### config.mk
export PLATFORM = sky130hd
export DESIGN_NAME = if_fetch_unit
export DESIGN_NICKNAME = d
export VERILOG_FILES = /design/src/rtl/if_fetch_unit.sv
export SDC_FILE = /design/constraint.sdc
export NUM_CORES = 1
export LEC_CHECK = 0
export CAP_MARGIN = 20
export CORE_MARGIN = 5
export CORE_UTILIZATION = 39
export CTS_BUF_LIST = sky130_fd_sc_hd__clkbuf_16
export CTS_CLUSTER_SIZE = 10
export DETAILED_ROUTE_END_ITERATION = 8
export PLACE_DENSITY_LB_ADDON = 0.2
export SYNTH_ARGS = -nofsm -noshare
export SYNTH_HDL_FRONTEND = slang
export SYNTH_SLANG_ARGS = --single-unit
### constraint.sdc
create_clock -name clk -period 6.5 [get_ports clk]
set_input_delay 1.625 -clock clk [delete_from_list [all_inputs] [get_ports clk]]
set_output_delay 1.625 -clock clk [all_outputs]
set_load 0.05 [all_outputs]
### src/rtl/if_fetch_unit.sv
// ---------------------------------------------------------------------------
// if_fetch_unit -- instruction fetch (IF) stage
//
// Owns the fetch PC and issues word-aligned reads to instruction memory. It
// buffers returned instructions, each with its PC, in a DEPTH-entry FIFO and
// hands them to the decode (ID) stage under a valid/ready handshake. A
// redirect from EX (taken branch / jal / jalr) flushes the FIFO and restarts
// fetch at the new PC. If a memory request is in flight when the redirect
// arrives, that request is completed and its data is thrown away.
//
// Parameters
//   DEPTH     FIFO entries (power of two, >= 2)
//   RESET_PC  fetch PC after reset
//
// Ports
//   clk          in   clock, rising edge
//   rst          in   synchronous active-high reset
//   inst_read    out  I-mem read request, held until inst_resp
//   inst_addr    out  I-mem word address, stable while inst_read
//   inst_resp    in   I-mem response pulse, completes the request
//   inst_rdata   in   instruction word, valid with inst_resp
//   redirect     in   EX redirect pulse (flush + refetch)
//   redirect_pc  in   new fetch PC, bits [1:0] ignored
//   id_valid     out  id_instr / id_pc valid
//   id_ready     in   ID accepts this cycle
//   id_instr     out  instruction to decode
//   id_pc        out  PC of id_instr
//
// Optional feature macro: FETCH_BYPASS_EN
//   When defined, a response that arrives while the FIFO is empty is shown
//   on id_* in the same cycle. If ID takes it in that cycle, it is not
//   written into the FIFO. When the macro is undefined, id_* come only from
//   the FIFO head, so there is no combinational path from inst_* to id_*.
// ---------------------------------------------------------------------------
module if_fetch_unit #(
  parameter int          DEPTH    = 4,
  parameter logic [31:0] RESET_PC = 32'h0000_0060
) (
  input  logic        clk,
  input  logic        rst,
  output logic        inst_read,
  output logic [31:0] inst_addr,
  input  logic        inst_resp,
  input  logic [31:0] inst_rdata,
  input  logic        redirect,
  input  logic [31:0] redirect_pc,
  output logic        id_valid,
  input  logic        id_ready,
  output logic [31:0] id_instr,
  output logic [31:0] id_pc
);

  localparam int             PW      = $clog2(DEPTH);
  localparam int             CW      = PW + 1;
  localparam logic [CW-1:0]  DEPTH_C = CW'(DEPTH);
  localparam logic [PW-1:0]  PTR_ONE = PW'(1);
  localparam logic [CW-1:0]  CNT_ONE = CW'(1);

  typedef enum logic [1:0] {
    S_IDLE    = 2'd0,
    S_WAIT    = 2'd1,
    S_DISCARD = 2'd2
  } state_t;

  state_t        state;
  logic [31:0]   fetch_pc;
  logic [PW-1:0] head;
  logic [PW-1:0] tail;
  logic [CW-1:0] count;
  logic [31:0]   fifo_instr [DEPTH];
  logic [31:0]   fifo_pc    [DEPTH];

  logic [31:0]   target_pc;
  logic          resp_ok;
  logic          fifo_nonempty;
  logic          bypass_take;
  logic          push;
  logic          pop;
  logic [CW-1:0] count_nxt;
  logic          room;
  logic          unused_bits;

  // The low two bits of redirect_pc are dropped to keep fetch word aligned.
  assign target_pc   = {redirect_pc[31:2], 2'b00};
  assign unused_bits = ^redirect_pc[1:0];

  // A response is accepted only in WAIT and only when no redirect kills it.
  assign resp_ok       = (state == S_WAIT) && inst_resp && !redirect;
  assign fifo_nonempty = (count != {CW{1'b0}});

  // ID-side view: FIFO head, optionally overridden by the same-cycle bypass.
  always_comb begin
    id_valid    = fifo_nonempty && !redirect;
    id_instr    = fifo_instr[head];
    id_pc       = fifo_pc[head];
    bypass_take = 1'b0;
`ifdef FETCH_BYPASS_EN
    if (resp_ok && !fifo_nonempty) begin
      id_valid    = 1'b1;
      id_instr    = inst_rdata;
      id_pc       = fetch_pc;
      bypass_take = id_ready;
    end else begin
      bypass_take = 1'b0;
    end
`endif
  end

  // FIFO occupancy bookkeeping. A pop comes only from a real FIFO entry;
  // a bypassed instruction never enters the FIFO.
  always_comb begin
    pop       = fifo_nonempty && !redirect && id_ready;
    push      = resp_ok && !bypass_take;
    count_nxt = count;
    if (push && !pop) begin
      count_nxt = count + CNT_ONE;
    end else if (pop && !push) begin
      count_nxt = count - CNT_ONE;
    end else begin
      count_nxt = count;
    end
    room = (count_nxt < DEPTH_C);
  end

  // FIFO storage, pointers and the fetch FSM with its registered outputs.
  // inst_addr also holds the address of the request in flight, so DISCARD
  // keeps presenting the old address after fetch_pc has been redirected.
  always_ff @(posedge clk) begin
    if (rst) begin
      state     <= S_IDLE;
      fetch_pc  <= RESET_PC;
      head      <= {PW{1'b0}};
      tail      <= {PW{1'b0}};
      count     <= {CW{1'b0}};
      inst_read <= 1'b0;
      inst_addr <= RESET_PC;
      for (int i = 0; i < DEPTH; i++) begin
        fifo_instr[i] <= 32'h0000_0000;
        fifo_pc[i]    <= 32'h0000_0000;
      end
    end else begin
      if (redirect) begin
        head  <= {PW{1'b0}};
        tail  <= {PW{1'b0}};
        count <= {CW{1'b0}};
      end else begin
        if (push) begin
          fifo_instr[tail] <= inst_rdata;
          fifo_pc[tail]    <= fetch_pc;
          tail             <= tail + PTR_ONE;
        end
        if (pop) begin
          head <= head + PTR_ONE;
        end
        count <= count_nxt;
      end

      case (state)
        S_IDLE: begin
          if (redirect) begin
            fetch_pc  <= target_pc;
            inst_addr <= target_pc;
          end else if (room) begin
            state     <= S_WAIT;
            inst_read <= 1'b1;
            inst_addr <= fetch_pc;
          end
        end
        S_WAIT: begin
          if (redirect) begin
            fetch_pc <= target_pc;
            if (inst_resp) begin
              state     <= S_IDLE;
              inst_read <= 1'b0;
              inst_addr <= target_pc;
            end else begin
              // Request still outstanding: finish it and drop the data.
              state <= S_DISCARD;
            end
          end else if (inst_resp) begin
            fetch_pc  <= fetch_pc + 32'd4;
            inst_addr <= fetch_pc + 32'd4;
            if (room) begin
              state <= S_WAIT;
            end else begin
              state     <= S_IDLE;
              inst_read <= 1'b0;
            end
          end
        end
        S_DISCARD: begin
          if (redirect) begin
            fetch_pc <= target_pc;
          end
          if (inst_resp) begin
            state     <= S_IDLE;
            inst_read <= 1'b0;
            inst_addr <= redirect ? target_pc : fetch_pc;
          end
        end
        default: begin
          state     <= S_IDLE;
          inst_read <= 1'b0;
          inst_addr <= fetch_pc;
        end
      endcase
    end
  end

endmodule

## Word level (Yosys, flattened, before mapping)

Memory sizes are Yosys's and may differ from the RTL's. A register that Yosys moved wholly into a read port is not among the register bits.
Index checks and enable logic that the tools add are counted.

- Input bits: 69
- Memories: 2
- Bits in registers: 74
- Bits in read-only memories: 0
- Latch bits: 0
- Bits in writable memories: 256
- Output and inout bits: 98
- Logic and storage cells: 87

Memories:

| name | words | width | read ports | clocked after memory_dff | write ports | RTL line | RTL |
|---|---|---|---|---|---|---|---|
| fifo_instr | 4 | 32 | 1 | 1 | 4 | 70 | `logic [31:0] fifo_instr [DEPTH];` |
| fifo_pc | 4 | 32 | 1 | 1 | 4 | 71 | `logic [31:0] fifo_pc [DEPTH];` |

- $mul: 0
- Divide/modulo/power cells: 0
- Reductions and logical operators: 20
- Eq/ne operators: 9
- Bitwise gates (word level): 0
- Shifts and indexed selects: 0
- Add/subtract/negate cells: 5
- Muxes and demuxes: 43
- Order comparisons: 1

Operators with widths:

| operator | number |
|---|---|
| $mux 32 | 10 |
| $pmux 32 s3 | 1 |
| $pmux 32 s2 | 1 |
| $reduce_or 32->1 | 2 |
| $add 32x3->32 const B | 1 |
| $mux 2 | 12 |
| $mux 1 | 15 |
| $ne 3x3->1 const B | 3 |
| $ne 2x2->1 const B | 4 |
| $reduce_and 4->1 | 2 |
| $logic_and 1x1->1 | 6 |
| $mux 3 | 2 |
| $pmux 2 s3 | 1 |
| $add 2x1->2 const B | 2 |
| $reduce_or 2->1 | 2 |
| $add 3x1->3 const B | 1 |
| $logic_not 1->1 | 3 |
| $lt 3x3->1 const B | 1 |
| $pmux 1 s3 | 1 |
| $reduce_and 3->1 | 1 |
| $reduce_bool 3->1 | 1 |
| $sub 3x1->3 const B | 1 |
| $eq 2x1->1 const B | 1 |
| $eq 2x2->1 const B | 1 |
| 3 further kinds | 3 |

## Logic depth before layout (Yosys ltp)

Gate-level depths: netlist of the first run.

- Word-level depth: 12
- Depth in mapped cells: 14
- Gate-level depth less buffers: 12

## Worst setup path before layout of the first run

OpenSTA, ideal clock, no wires.

- Path kind: input-to-reg
- Start: input redirect
- End: memory fifo_instr[0][0] (enable)
- Path slack: 1.038 ns
- Cell stages on the path: 3
- Required time: 6.001 ns
- Arrival: 4.962 ns
- Path buffers: 0
- Library setup time: 0.499 ns
- Cell sequence: nor2_1 > nand3_1 > o21bai_1

RTL lines:

| what | RTL line | RTL |
|---|---|---|
| start: declaration | 45 | `input logic redirect,` |
| end: declaration | 70 |  |

==> impl_metrics.toml, run 1 <==
[routing]
drc = 0
wire_per_inst_um = 20.5
dr.first_iter.drc_count = 780
ant_nets = 0
vias = 10300
vias_per_cell = 5.30
dr.pass1.iters = 5
drt_wl_total_um = 39900

[logic_synthesis]
async_flop_share_pct = 0
synthTopCellsByArea = "edfxtp_1, dfxtp_1, mux4_2"
yosysTopAreaCell = "edfxtp_1"
syn_inst = 1270
syn_area_mm2 = 0.0150
avgSynthCellArea_um2 = 11.8
synth-seq-cells = 332
synth-edff-count = 256
ys_warn_count = 0
synth_top_cells_by_count = "edfxtp_1, nor2_1, nand2_1"
syn-num-nets = 1345
seq_area_frac_synth_pct = 61.3
synth.most_common_cell = "edfxtp_1"
yosys_most_used_dff = "edfxtp_1"
yosysTopAreaCellShare_pct = 51.1
synth.distinct_cells = 66

[finish]
finalNonFillerCells = 1944
diodes = 0
nets = 1478
synthToLayoutAreaGrowth_pct = 21.7
drive_above_1_share_pct = 11.2
final_cell_area_mm2 = 0.0183

[cts]
clock-sinks = 332
cts_buffers = 39
cts_tree = "built"
cts_root_buf = "clkbuf_16"
post_cts_buffers = 0
cts_resized = 0
path_clk_slew_ns = 0.06
clk-insertion-delay-late_ns = 0.52
ctsLongestPathBuffers = 3
cts-htree-levels = 2
postCtsHoldBufs = 0

[placed_design]
dp_cells = 1880
place_hpwl_um = 24200
port-buffer-count = 164
placed_area_mm2 = 0.0172
place.gp.congestion = 0.791

[global_route]
antenna_found_initial = 0
grt_pass1_wl_um = 60200
track_usage_pct = 18.5
grt_overflow_total = 0
grt_pass1_vias = 10200
grt_max_degree = 87

[timing]
rsz0062_at_grt = "no"
relSlewSlack_pct = 25.8
worstMarginPinSlew_ns = 1.11
fin_crit_sh_pct = 72.6
finalHoldViolCount = 0
finalSetupViolCount = 0
timing.fmax_mhz = 212
fin_skew_ns = 0.0168
finalWorstPathRequiredPeriod_ns = 4.72
tns_ns = 0
slew_viol_final = 0

[power_and_ir_drop]
vdd_drop_max_mv = 0.144
leakagePower_nw = 6.93
power_per_cell_area_mw_per_mm2 = 264

[setup_path]
path_class = "flip-flop to primary output"
critical_path_arrival_ns = 3.09
start_kind = "flip-flop"
end_kind = "primary output"
cp_max_fo = 37
crit_required_ns = 4.88

[floorplan]
fp.coreArea_mm2 = 0.0384
die-area_mm2 = 0.0426
start_util_pct = 39.2
rows = 72
die-height_um = 206
io-pin-count = 167
die_x_um = 206

[run]
drv_cap = 0

[hold_path]
hp-class = "flip-flop to flip-flop"

[status]
status = "completed"
==> sequential cells by signal, summed over array words and instances, names as in the netlist, named ones only <==
| name | cells |
|---|---|
| fifo_instr | 128 |
| fifo_pc | 128 |
| state | 2 |
| tail | 2 |
| inst_read | 1 |
| head | 2 |
| fetch_pc | 32 |
| count | 3 |
| inst_addr | 32 |
==> per-layer routing <==
| layer | routed length (um) | global-route usage, % | vias up |
|---|---|---|---|
| met3 | 2660 | 2.92 | 36 |
| met5 | 0 | 0 | - |
| met2 | 19600 | 31.4 | 368 |
| met1 | 17200 | 25.5 | 5058 |
| li1 | - | - | 4845 |
| met4 | 465 | 3.28 | 0 |
==> stage by stage <==
step	setup slack, ns	power (mW)	hold WS (ns)	util, %
final	1.78	4.82	0.492	47.7
after global routing	1.56	5.00	0.507	47.7
after CTS	1.67	4.87	0.489	47.7
after detailed placement	1.53	2.95	0.476	44.8
after global placement	1.55	2.94	0.478	44.8
after floorplan	1.04	2.75	0.465	-
==> kinds of logic after synthesis <==
kind of cell / after synthesis / share of synthesized area [%]
compound gates: 191 / 8.65
xor+xnor: 12 / 0.699
fa+ha+maj: 7 / 0.566
buf+inv: 174 / 4.57
flops: 332 / 61.3
mux: 66 / 9.72
simple gates: 488 / 14.5
==> cells in the final DEF, fill, tap and decap left out, types with 7 or more instances in the layout <==
| cell | Yosys | routed |
|---|---|---|
| a211oi_1 | 16 | 16 |
| a21oi_1 | 53 | 53 |
| a22oi_1 | 7 | 7 |
| and2_1 | 35 | 35 |
| and3_1 | 10 | 10 |
| buf_4 | 1 | 25 |
| clkbuf_16 | 0 | 40 |
| clkdlybuf4s50_1 | 0 | 162 |
| dfxtp_1 | 76 | 74 |
| edfxtp_1 | 256 | 256 |
| inv_1 | 75 | 97 |
| mux4_2 | 64 | 64 |
| nand2_1 | 129 | 129 |
| nand2b_1 | 12 | 10 |
| nand3_1 | 14 | 14 |
| nor2_1 | 235 | 234 |
| nor3_1 | 20 | 20 |
| o211ai_1 | 14 | 14 |
| o21ai_0 | 26 | 26 |
| o22ai_1 | 9 | 9 |
| xor2_1 | 8 | 8 |
==> area by class of cell <==
| class | count | area (um2) |
|---|---|---|
| Sequential cell | 332 | 9220 |
| Inverter | 76 | 285 |
| Clock buffer | 40 | 1000 |
| Clock inverter | 24 | 108 |
| Tap cell | 518 | 648 |
| Timing Repair Buffer | 190 | 1840 |
| Fill cell | 3532 | 20100 |
| Multi-Input combinational cell | 764 | 5200 |
==> power breakdown <==
part	switching (mW)	internal, mW
sequential	0.0638	2.37
combinational	0.292	0.175
clock	0.818	1.10
total	1.17	3.65
==> worst max-delay path: stages, from the launching register on <==
cell and delay, ns:
dfxtp_4 0.85, buf_4 0.38, mux4_2 0.55, clkdlybuf4s50_1 0.72
==> path summary, 6_finish.rpt <==
kind,startpoint,end,slack (ns),depth (start not counted)
setup reg to reg,state[0]$_SDFFE_PP0P_,inst_addr[24]$_SDFFE_PP0P_,2.75,10
hold reg to reg,inst_addr[23]$_SDFFE_PP0P_,inst_addr[23]$_SDFFE_PP0P_,0.49,2
hold / removal,inst_addr[23]$_SDFFE_PP0P_,inst_addr[23]$_SDFFE_PP0P_,0.49,2
setup / recovery,flip-flop,id_pc[29],1.78,3
Power figures use the tool's default switching activity.
==> inputs of run 2 (changes only) <==
==> constraint.sdc (replaced) <==
create_clock -name clk -period 4.2 [get_ports clk]
set_input_delay 1.05 -clock clk [delete_from_list [all_inputs] [get_ports clk]]
set_output_delay 1.05 -clock clk [all_outputs]
set_load 0.05 [all_outputs]
==> run 2 against run 1 <==
First-iteration DRC count down 17%; utilization up 0.51 points; register-to-register slack got worse by 1.6 ns; die area did not move; worst setup slack worse by 1.3 ns; critical path type unchanged; critical endpoint is now id_instr[31]; largest cell class unchanged.
==> impl_metrics.toml, run 2 (same netlist as run 1, synthesis figures left out) <==
[setup_path]
cp_max_fo = 64
crit_required_ns = 3.15
end_kind = "primary output"
path_class = "flip-flop to primary output"
critical_path_arrival_ns = 2.72
start_kind = "flip-flop"
reg2reg_setup_slack_ns = 1.11

[cts]
cts_root_buf = "clkbuf_16"
post_cts_buffers = 0
ctsLongestPathBuffers = 3
cts_tree = "built"
clock-sinks = 332
path_clk_slew_ns = 0.06
postCtsHoldBufs = 0
cts-htree-levels = 2
clk-insertion-delay-late_ns = 0.53
cts_resized = 0
cts_buffers = 40

[floorplan]
die-height_um = 206
die-area_mm2 = 0.0426
fp.coreArea_mm2 = 0.0384
io-pin-count = 167
die_x_um = 206
rows = 72
start_util_pct = 39.2

[placed_design]
place.gp.congestion = 0.801
dp_cells = 1887
place_hpwl_um = 24300
port-buffer-count = 164

[timing]
finalHoldViolCount = 0
fin_skew_ns = 0.0233
worstMarginPinSlew_ns = 1.04
finalWorstPathRequiredPeriod_ns = 3.77
rsz0062_at_grt = "no"
fin_crit_sh_pct = 89.7
relSlewSlack_pct = 30.5
timing.fmax_mhz = 265
finalSetupViolCount = 0
slew_viol_final = 0
tns_ns = 0

[global_route]
grt_max_degree = 65
met2_usage_pct = 32.1
met1_usage_pct = 25.8
top_usage_layer = "met2"
grt_overflow_total = 0
antenna_found_initial = 0
grt_pass1_wl_um = 61300
track_usage_pct = 18.8
grt_pass1_vias = 10400
met3_usage_pct = 2.79

[finish]
layout_common_cells = "edfxtp_1, nor2_1, clkdlybuf4s50_1"
nets = 1486
fillers = 3478
top_regs = "fifo_instr: 128 flops, fifo_pc: 128 flops"
finalNonFillerCells = 1961
synthToLayoutAreaGrowth_pct = 23.0
seq_area_mm2 = 0.00922
drive_above_1_share_pct = 11.9
multiInputGateArea_mm2 = 0.00520
diodes = 0
final_common_cell = "edfxtp_1"

[power_and_ir_drop]
p_int_mw = 5.71
switching_power_mw = 1.85
power.share.combinational_pct = 9.8
power_per_cell_area_mw_per_mm2 = 409
pwr-share-seq_pct = 49.8
p_clk_share_pct = 40.4
swShare_pct = 24.5
vdd_drop_max_mv = 0.292
finalPower_mw = 7.56
leakagePower_nw = 7.04

[run]
drv_cap = 0

[routing]
vias_per_cell = 5.18
vias = 10200
ant_nets = 0
drt_wl_total_um = 39900
dr.first_iter.drc_count = 647
dr.pass1.iters = 5
wire_per_inst_um = 20.3
drc = 0

[status]
status = "completed"

[hold_path]
hp-class = "flip-flop to flip-flop"
-- run 2: layout make-up --
cell class | instances | share of cell area (%)
Timing Repair Buffer | 197 | 10.7
Inverter | 76 | 1.54
Multi-Input combinational cell | 764 | 28.1
Clock buffer | 41 | 5.55
Clock inverter | 33 | 0.744
Tap cell | 518 | 3.51
Sequential cell | 332 | 49.8
-- run 2: power by group through the flow --
| stage | combinational [mW] | sequential, mW | clock, mW |
|---|---|---|---|
| 2_1_floorplan | 0.382 | 3.88 | 0 |
| 3_3_place_gp | 0.743 | 3.83 | 0 |
| 3_5_place_dp | 0.746 | 3.83 | 0 |
| 4_1_cts | 0.749 | 3.76 | 3.13 |
| 5_1_grt | 0.787 | 3.78 | 3.27 |
| 6_report | 0.741 | 3.76 | 3.05 |
-- run 2: final timing paths --
kind	from	depth (start not counted)	endpoint
worst min-delay path	inst_addr[8]$_SDFFE_PP0P_	2	inst_addr[8]$_SDFFE_PP0P_
worst max register to register	state[1]$_SDFFE_PP0P_	11	inst_addr[31]$_SDFFE_PP0P_
worst min register to register	inst_addr[8]$_SDFFE_PP0P_	2	inst_addr[8]$_SDFFE_PP0P_
worst max-delay path	flip-flop	3	id_instr[31]
-- run 2: routing by layer --
| metal | vias up | routed length (um) |
|---|---|---|
| li1 | 4856 | - |
| met1 | 4996 | 17600 |
| met2 | 266 | 19700 |
| met3 | 46 | 1900 |
| met4 | 0 | 681 |
| met5 | - | 0 |
-- run 2: critical path, stage by stage (launching register included) --
cell and delay (ns):
dfxtp_4 0.34, buf_12 0.45, mux4_2 0.61, clkdlybuf4s50_1 0.72
-- run 2: per-stage QoR --
stage          instance area, um2  util, %  hold slack [ns]  setup WS [ns]
6_report                    18500     48.2            0.488          0.433
5_1_grt                     18500     48.2            0.502          0.310
4_1_cts                     18500     48.2            0.489          0.386
3_5_place_dp                17300     45.1            0.472          0.455
3_3_place_gp                17300     45.1            0.466          0.498
2_1_floorplan               15000        -            0.465         -0.687
